==> src/rtl/spi_slave_if_pkg.sv <==
// Shared constants and helpers for the SPI slave front end.
// SPI_DATA_W / SPI_SYNC_STAGES may be predefined to override the defaults.
`ifndef SPI_DATA_W
`define SPI_DATA_W 8
`endif
`ifndef SPI_SYNC_STAGES
`define SPI_SYNC_STAGES 2
`endif

package spi_slave_if_pkg;

  localparam int   SPI_DATA_W_DEF      = `SPI_DATA_W;
  localparam int   SPI_SYNC_STAGES_DEF = `SPI_SYNC_STAGES;
  localparam logic SPI_IDLE_SCK        = 1'b0;
  localparam logic SPI_IDLE_CS_N       = 1'b1;

  typedef struct packed {
    logic rise;
    logic fall;
  } edges_t;

  function automatic edges_t detect_edges(input logic cur, input logic prev);
    edges_t e;
    e.rise = cur & ~prev;
    e.fall = ~cur & prev;
    return e;
  endfunction

endpackage

==> src/rtl/pad_sync.sv <==
// Multi-flop synchronizer for one asynchronous pad; resets to the pad's idle level.
module pad_sync #(
  parameter int   STAGES  = 2,
  parameter logic RST_VAL = 1'b0
) (
  input  logic clk,
  input  logic rst_n,
  input  logic d,
  output logic q
);

  logic [STAGES-1:0] sr;

  // NOTE: resetting to the idle level keeps the first post-reset cycle from looking like an edge.
  always_ff @(posedge clk or negedge rst_n) begin
    if (!rst_n) sr <= {STAGES{RST_VAL}};
    else        sr <= {sr[STAGES-2:0], d};
  end

  assign q = sr[STAGES-1];

endmodule

==> src/rtl/spi_slave_if.sv <==
// SPI mode-0 slave front end: synchronizes pads, frames MSB-first words, shifts miso.
// Define SPI_FRAME_ERR_EN to add the spi_frame_err output for aborted words.
module spi_slave_if
  import spi_slave_if_pkg::*;
#(
  parameter int SYNC_STAGES = SPI_SYNC_STAGES_DEF,
  parameter int DATA_W      = SPI_DATA_W_DEF
) (
  input  logic              clk,
  input  logic              rst_n,
  input  logic              spi_sck,
  input  logic              spi_cs_n,
  input  logic              spi_mosi,
  output logic              spi_miso,
  output logic              spi_miso_oe,
  output logic [DATA_W-1:0] spi_c_data_in,
  output logic              spi_c_data_stb,
  output logic              spi_tsx_start,
  input  logic [DATA_W-1:0] spi_c_data_out,
  output logic              spi_busy
`ifdef SPI_FRAME_ERR_EN
  ,
  output logic              spi_frame_err
`endif
);

  localparam int              CNT_W    = $clog2(DATA_W);
  localparam logic [CNT_W-1:0] LAST_BIT = CNT_W'(DATA_W - 1);

  logic sck_s, cs_n_s, mosi_s;
  logic sck_q, cs_n_q;
  edges_t sck_e;
  logic cs_fall, rise_en, fall_en;

  logic [CNT_W-1:0]  bit_cnt;
  // The final bit comes straight from mosi, so only DATA_W-1 bits are ever stored.
  logic [DATA_W-2:0] rx_sr;
  logic [DATA_W-1:0] tx_sr;

  pad_sync #(.STAGES(SYNC_STAGES), .RST_VAL(SPI_IDLE_SCK)) u_sync_sck (
    .clk(clk), .rst_n(rst_n), .d(spi_sck), .q(sck_s)
  );
  pad_sync #(.STAGES(SYNC_STAGES), .RST_VAL(SPI_IDLE_CS_N)) u_sync_cs_n (
    .clk(clk), .rst_n(rst_n), .d(spi_cs_n), .q(cs_n_s)
  );
  pad_sync #(.STAGES(SYNC_STAGES), .RST_VAL(1'b0)) u_sync_mosi (
    .clk(clk), .rst_n(rst_n), .d(spi_mosi), .q(mosi_s)
  );

  assign sck_e   = detect_edges(sck_s, sck_q);
  assign cs_fall = ~cs_n_s & cs_n_q;
  // A transaction start takes precedence over a coincident sck rise.
  assign rise_en = sck_e.rise & ~cs_n_s & ~cs_fall;
  assign fall_en = sck_e.fall & ~cs_n_s;

  // NOTE: sequential state uses non-blocking assignments so every flop samples pre-edge values.
  always_ff @(posedge clk or negedge rst_n) begin
    if (!rst_n) begin
      sck_q          <= SPI_IDLE_SCK;
      cs_n_q         <= SPI_IDLE_CS_N;
      bit_cnt        <= '0;
      rx_sr          <= '0;
      tx_sr          <= '0;
      spi_c_data_in  <= '0;
      spi_c_data_stb <= 1'b0;
      spi_tsx_start  <= 1'b0;
    end else begin
      sck_q          <= sck_s;
      cs_n_q         <= cs_n_s;
      spi_c_data_stb <= 1'b0;
      spi_tsx_start  <= cs_fall;

      if (cs_fall) begin
        bit_cnt <= '0;
        rx_sr   <= '0;
      end else if (cs_n_s) begin
        bit_cnt <= '0;
      end else if (rise_en) begin
        rx_sr <= {rx_sr[DATA_W-3:0], mosi_s};
        if (bit_cnt == LAST_BIT) begin
          bit_cnt        <= '0;
          spi_c_data_in  <= {rx_sr, mosi_s};
          spi_c_data_stb <= 1'b1;
        end else begin
          bit_cnt <= bit_cnt + CNT_W'(1);
        end
      end

      // Between words miso follows the controller until the first rise commits the word.
      if (bit_cnt == '0 && !rise_en)
        tx_sr <= spi_c_data_out;
      else if (fall_en)
        tx_sr <= {tx_sr[DATA_W-2:0], 1'b0};
    end
  end

`ifdef SPI_FRAME_ERR_EN
  always_ff @(posedge clk or negedge rst_n) begin
    if (!rst_n) spi_frame_err <= 1'b0;
    else        spi_frame_err <= cs_n_s & ~cs_n_q & (bit_cnt != '0);
  end
`endif

  assign spi_miso    = tx_sr[DATA_W-1];
  assign spi_miso_oe = ~cs_n_s;
  assign spi_busy    = ~cs_n_s;

endmodule

==> config.mk <==
export PLATFORM = sky130hd
export DESIGN_NAME = spi_slave_if
export DESIGN_NICKNAME = d
export VERILOG_FILES = /design/src/rtl/spi_slave_if_pkg.sv /design/src/rtl/pad_sync.sv /design/src/rtl/spi_slave_if.sv
export SDC_FILE = /design/constraint.sdc
export NUM_CORES = 1
export LEC_CHECK = 0
export CORE_MARGIN = 2
export CORE_UTILIZATION = 34
export DETAILED_ROUTE_END_ITERATION = 6
export PLACE_DENSITY_LB_ADDON = 0.2
export SYNTH_ARGS = -nofsm -noshare
export SYNTH_HDL_FRONTEND = slang
export SYNTH_SLANG_ARGS = --single-unit
==> constraint.sdc <==
create_clock -name clk -period 2.75 [get_ports clk]
set_clock_uncertainty 0.2 [all_clocks]
set_input_delay 0.275 -clock clk [delete_from_list [all_inputs] [get_ports clk]]
set_output_delay 0.275 -clock clk [all_outputs]
set_load 0.02 [all_outputs]
==> summary.md, run 1 <==
| Metric | Value |
|---|---|
| Status | finished clean |
| # hold bufs at CTS | 0 |
| CTS Buf Count | 5 |
| Vias per cell | 4.61 |
| Fillers | 364 |
| Final worst-path cycle share | 74.4% |
| Most frequent cells in the layout | dfrtp_1, clkdlybuf4s50_1, mux2_2 |
| Boundary Pins | 26 |
| CTS tree | yes |
| Slowest stage cell, crit path | nor4b_4 |
| Die Ht | 69.5 um |
| Post-CTS sizing | 0 |
| Max capacitance violation total | 0 |
| Post-layout min period | 2.04 ns |
| Number of global-route vias before repair | 849 |
| Avg WL per Cell | 13.2 um |
| Ant. Diodes | 0 |
| Post-Place Cells | 166 |
| First-pass GRT wire length | 4110 um |
| Finished Layout Cells | 174 |
| Worst slew margin | 55.1% |
| Pleak | 0.836 nW |
| Psw | 226 uW |
| Post-synth net total | 110 |
| Crit. Startpoint | sck_q$_DFF_PN0_ |
| H-Tree Depth | 2 |
| Startpoint Class | register |
| Power Density | 557 mW/mm^2 |
| Critical path data required time | 2.72 ns |
| Hold crit path type | reg2reg |
| Number of routed nets with antenna violations | 0 |
| Largest net degree at the start of global routing | 37 |
| Row cnt | 23 |
| Max IR drop VDD | 0.295 mV |
| Grt total ovfl | 0 |
| Syn avg cell area | 15.7 um^2 |
| Die Width | 69.5 um |
| Power Total | 1.03 mW |
| Slew Limit Fails | 0 |
| Finished Core Util | 45.5% |
| Hpwl dp | 1560 um |
| Yosys reg bits | 36 |
| Crit path cell chain | nor4b_4, or3b_1, mux2_2 |
| DRT iter0 DRCs | 36 |
| Via count | 803 |
| CP top delay family | simple AND/OR/NAND/NOR gates |
| Comb pwr share | 8.0% |
| Drt pass-1 iters | 4 |
| Hold path start | u_sync_mosi.sr[0]$_DFF_PN0_ |
| Reg-to-Reg Start | sck_q$_DFF_PN0_ |
| Setup ws final | 0.705 ns |
| GRT Resource Usage Total | 11.5% |
| Total negative slack | 0 ns |
| Setup CP Type | reg2reg |
| Drc violations | 0 |
| Clock-pin slew on the worst setup and hold paths | 0.07 ns |
| Starting density of the core | 35.9% |
| Root buf cell | clkbuf_8 |
| Reg power frac | 54.8% |
| Post-Route WL | 2300 um |
| Highest clock rate | 0.489 GHz |
| Core area | 0.00406 mm^2 |
| Fraction of layout cells with a size suffix above 1 | 36.3% |
| Worst path bufs/invs | 0 |
| Hold WS | 0.151 ns |
| Register area share after synthesis | 62.1% |
| Max stage delay on crit path | 0.55 ns |
| Fin area | 0.00185 mm^2 |
| Clock sink total | 36 |
| PortBufs | 25 |
| Initial antenna violation count | 0 |
| Mapped Cells | 93 |
| Mapped Area | 0.00146 mm^2 |
| CTS max path bufs | 2 |
| Max FO, Critical Path | 9 |
| Placement-stage cell area | 0.00175 mm^2 |
| Fin nets | 140 |
| Slew @ Worst Pin | 0.670 ns |
| Area growth syn-to-layout | 26.6% |
| Setup Viol. Count Final | 0 |
| Critical Path End Type | register |
| Yosys warnings | 0 |
| Worst slack, placed | 0.681 ns |
| Routability cong. | 0.723 |
| Postcts setup bufs | 0 |
| Commonest non-fill, non-tap cell in the layout | dfrtp_1 |
| RSZ-0062 raised after global routing | false |
| Clock latency on the worst-skew pair | 0.28 ns |
| Internal power | 802 uW |
| Sw frac | 22.0% |
| Final Hold Vio Count | 0 |
| Clk pwr share | 37.3% |
| Yosys cell types | 18 |
| Crit path DAT | 2.01 ns |
| Die footprint | 0.00483 mm^2 |
[per-layer routing]
| layer | global-route usage [%] | vias to the layer above | part of all wire [%] |
|---|---|---|---|
| met2 | 15.7 | 23 | 46 |
| met4 | 6.54 | 0 | 1.6 |
| met5 | 0 | - | 0 |
| li1 | - | 385 | - |
| met1 | 14.4 | 391 | 45 |
| met3 | 5.96 | 4 | 7.3 |
[registers in the layout, indices dropped and copies added (netlist names)]
name and count:
spi_c_data_in 8, tx_sr 8, rx_sr 7, bit_cnt 3, u_sync_cs_n.sr 2, u_sync_mosi.sr 2
u_sync_sck.sr 2, cs_n_q 1, sck_q 1, spi_c_data_stb 1, spi_tsx_start 1
[synthesized netlist by cell type]
cell type	count	area share, %
dfrtp_1	33	57
mux2_2	23	18
a22o_2	7	4.8
ha_1	4	3.4
inv_1	4	1.0
dfstp_2	3	5.4
mux2i_1	3	2.1
nor2b_1	3	1.3
nor3_1	3	1.0
buf_4	2	1.0
and2b_2	1	0.60
buf_6	1	0.77
nand2_2	1	0.43
nor2_1	1	0.26
nor3b_2	1	0.86
nor4b_4	1	1.6
o21ai_1	1	0.34
or3b_1	1	0.60
[kinds of logic (layout without fill, tap and decap cells)]
kind of cell / after synthesis / in the layout / share of synthesized area [%]
flops: 36 / 36 / 62.1
mux: 26 / 26 / 19.8
simple gates: 12 / 12 / 6.70
compound gates: 8 / 8 / 5.15
buf+inv: 7 / 38 / 2.83
fa+ha+maj: 4 / 4 / 3.43
[power groups by stage]
| stage | combinational (mW) | sequential, mW | clock (mW) |
|---|---|---|---|
| detailed placement | 0.0842 | 0.573 | 0 |
| finish | 0.0821 | 0.563 | 0.383 |
| global placement | 0.0825 | 0.572 | 0 |
| CTS | 0.0846 | 0.563 | 0.402 |
| floorplan | 0.0456 | 0.571 | 0 |
| global route | 0.0912 | 0.566 | 0.425 |
[worst reg2reg max path, cell delays in order (launching register included)]
cell,delay (ns)
dfrtp_1,0.41
nor4b_4,0.55
or3b_1,0.40
mux2_2,0.38
[final timing paths]
| kind | endpoint | slack [ns] | cells past startpoint |
|---|---|---|---|
| max in group asynchronous | u_sync_cs_n.sr[1]$_DFF_PN1_ | 1.80 | 2 |
| worst min-delay path | u_sync_mosi.sr[1]$_DFF_PN0_ | 0.15 | 0 |
| worst min register to register | u_sync_mosi.sr[1]$_DFF_PN0_ | 0.15 | 0 |
| worst max register to register | tx_sr[2]$_DFFE_PN0P_ | 0.71 | 3 |
| worst max-delay path | tx_sr[2]$_DFFE_PN0P_ | 0.71 | 3 |
| min in group asynchronous | tx_sr[1]$_DFFE_PN0P_ | 0.20 | 2 |
[layout make-up]
| type | count | area, um^2 | area share (%) |
|---|---|---|---|
| clock buffers | 7 | 86.3 | 4.68 |
| clock inverters | 1 | 7.51 | 0.407 |
| inverters | 4 | 15.0 | 0.814 |
| multi-input cells | 50 | 512 | 27.7 |
| flip-flops and latches | 36 | 905 | 49.0 |
| well taps | 50 | 62.6 | 3.39 |
| repair buffers | 26 | 258 | 14.0 |
Note: power is estimated with default switching activity, not from simulation.
==> inputs of run 2 (changes only) <==
==> constraint.sdc (replaced) <==
create_clock -name clk -period 2.1 [get_ports clk]
set_clock_uncertainty 0.2 [all_clocks]
set_input_delay 0.21 -clock clk [delete_from_list [all_inputs] [get_ports clk]]
set_output_delay 0.21 -clock clk [all_outputs]
set_load 0.02 [all_outputs]
==> run 2 against run 1 <==
Effect of this change:
- worst hold slack lost 0.021 ns
- wire length grew 5.3%
- clock-buffer cell count shrank 1
- non-clock buffer count grew 2
- critical path depth shrank 1
- critical endpoint is now spi_busy
- largest power group unchanged
==> summary.md, run 2 (same netlist as run 1, synthesis figures left out) <==
| Metric | Value |
|---|---|
| Status | finished clean |
| Postcts setup bufs | 0 (unchanged) |
| Fraction of layout cells with a size suffix above 1 | 37.6% (+1.3 points) |
| Ant. Diodes | 0 (unchanged) |
| Clock sink total | 36 (unchanged) |
| Commonest non-fill, non-tap cell in the layout | dfrtp_1 |
| Clock latency on the worst-skew pair | 0.28 ns (about the same) |
| Clk pwr share | 34.4% (-2.9 points) |
| Die footprint | 0.00483 mm^2 (unchanged) |
| Crit path DAT | 1.56 ns (-0.45 ns) |
| Crit path cell chain | inv_1, clkdlybuf4s50_1 |
| Internal power | 1.01 mW (+26%) |
| Routability cong. | 0.698 (-3.6%) |
| Avg WL per Cell | 13.8 um (+4.7%) |
| Post-Place Cells | 168 (+1.2%) |
| Largest net degree at the start of global routing | 37 (unchanged) |
| Max stage delay on crit path | 0.63 ns (+0.08 ns) |
| Worst path bufs/invs | 2 (+2) |
| CTS Buf Count | 5 (unchanged) |
| Post-Route WL | 2420 um (+5.3%) |
| Power Density | 701 mW/mm^2 (+26%) |
| PortBufs | 25 (unchanged) |
| Psw | 282 uW (+25%) |
| Worst slew margin | 65.2% (+10 points) |
| Setup CP Type | reg2out |
| Final Hold Vio Count | 0 (unchanged) |
| Number of routed nets with antenna violations | 0 (unchanged) |
| Max IR drop VDD | 0.381 mV (+29%) |
| RSZ-0062 raised after global routing | false |
| Drc violations | 0 (unchanged) |
| Reg power frac | 57.0% (+2.2 points) |
| Slew @ Worst Pin | 0.520 ns (-0.150 ns) |
| Initial antenna violation count | 0 (unchanged) |
| Die Ht | 69.5 um (unchanged) |
| Hpwl dp | 1690 um (+8.5%) |
| Max FO, Critical Path | 8 (-1) |
| Comb pwr share | 8.6% (+0.6 points) |
| H-Tree Depth | 2 (unchanged) |
| Via count | 814 (+1.4%) |
| Root buf cell | clkbuf_8 |
| Most frequent cells in the layout | dfrtp_1, clkdlybuf4s50_1, mux2_2 |
| Critical path data required time | 1.69 ns (-1.03 ns) |
| Finished Layout Cells | 175 (+0.57%) |
| Post-layout min period | 1.97 ns |
| Final worst-path cycle share | 93.7% |
| Area growth syn-to-layout | 26.7% (about the same) |
| Number of global-route vias before repair | 840 (-1.1%) |
| Core area | 0.00406 mm^2 (unchanged) |
| Vias per cell | 4.65 (+0.79%) |
| Clock-pin slew on the worst setup and hold paths | 0.06 ns (about the same) |
| GRT Resource Usage Total | 11.1% (-0.33 points) |
| CTS tree | yes |
| Pleak | 0.840 nW (+0.49%) |
| DRT iter0 DRCs | 13 (-64%) |
| Die Width | 69.5 um (unchanged) |
| Fin nets | 142 (+1.4%) |
| Slowest stage cell, crit path | dfstp_2 |
| Sw frac | 21.8% (-0.21 points) |
| Max capacitance violation total | 0 (unchanged) |
| Setup Viol. Count Final | 0 (unchanged) |
| Highest clock rate | 0.508 GHz |
| CP top delay family | buffers and inverters |
| Biggest regs | spi_c_data_in (8), tx_sr (8), rx_sr (7) |
| Power Total | 1.30 mW (+26%) |
| Hold crit path type | in2reg |
| Total negative slack | 0 ns (unchanged) |
| CTS max path bufs | 2 (unchanged) |
| Starting density of the core | 35.9% (unchanged) |
| Grt total ovfl | 0 (unchanged) |
| Drt pass-1 iters | 4 (unchanged) |
| Boundary Pins | 26 (unchanged) |
| First-pass GRT wire length | 4060 um (-1.3%) |
| Critical Path End Type | output pin |
| Row cnt | 23 (unchanged) |
| Slew Limit Fails | 0 (unchanged) |
| Startpoint Class | register |
-- run 2: cell types whose count changed in the layout (fill, tap and decap cells not counted) --
cell	before	now
clkbuf_8	6	5
or3b_4	0	1
clkinv_2	0	1
clkinvlp_4	1	0
or3b_1	1	0
buf_4	1	3
-- run 2: power by group through the flow --
stage,clock network [mW],logic (mW),registers [mW]
after floorplan,0,0.0597,0.748
after global placement,0,0.110,0.749
after detailed placement,0,0.112,0.751
after CTS,0.466,0.113,0.739
after global routing,0.500,0.122,0.741
final,0.446,0.111,0.738
-- run 2: worst register-to-register path: stages, from the launching register on --
cell and delay [ns]:
dfrtp_1 0.42, nor4b_4 0.54, or3b_4 0.30, mux2_2 0.35
-- run 2: repair_timing --
action,CTS,global route
endpoints found under the setup margin,0,8
gates resized for setup,0,1
hold buffers,0,0
-- run 2: layout make-up --
class	instances	area (um^2)
clock buffers	6	72.6
clock inverters	1	5.00
flip-flops and latches	36	905
fillers	372	2210
inverters	4	15.0
multi-input cells	50	514
repair buffers	28	273
well taps	50	62.6
-- run 2: worst paths after layout --
| path | start | to | slack, ns | cells past startpoint |
|---|---|---|---|---|
| min in group asynchronous | rst_n | u_sync_sck.sr[1]$_DFF_PN0_ | 0.15 | 2 |
| hold reg to reg | u_sync_mosi.sr[0]$_DFF_PN0_ | u_sync_mosi.sr[1]$_DFF_PN0_ | 0.15 | 0 |
| setup reg to reg | sck_q$_DFF_PN0_ | tx_sr[1]$_DFFE_PN0P_ | 0.18 | 3 |
| max in group asynchronous | rst_n | cs_n_q$_DFF_PN1_ | 1.22 | 2 |
| setup / recovery | u_sync_cs_n.sr[1]$_DFF_PN1_ | spi_busy | 0.13 | 2 |
| hold / removal | spi_cs_n | u_sync_cs_n.sr[0]$_DFF_PN1_ | 0.13 | 1 |
-- run 2: through the flow --
| stage | hold WS [ns] | cell area, um^2 | utilization, % | setup WS [ns] |
|---|---|---|---|---|
| floorplan | -0.286 | 1460 | - | 0.233 |
| finish | 0.130 | 1850 | 45.5 | 0.131 |
| global placement | 0.137 | 1770 | 43.5 | 0.0993 |
| global route | 0.117 | 1850 | 45.5 | 0.0692 |
| detailed placement | 0.139 | 1770 | 43.5 | 0.0457 |
| CTS | 0.120 | 1840 | 45.5 | 0.0308 |
-- run 2: routing by layer --
layer,global-route usage (%),vias up,wire (um)
met1,14.5,395,1100
li1,-,391,-
met4,5.23,0,48
met3,5.09,5,145
met5,0,-,0
met2,15.7,23,1130
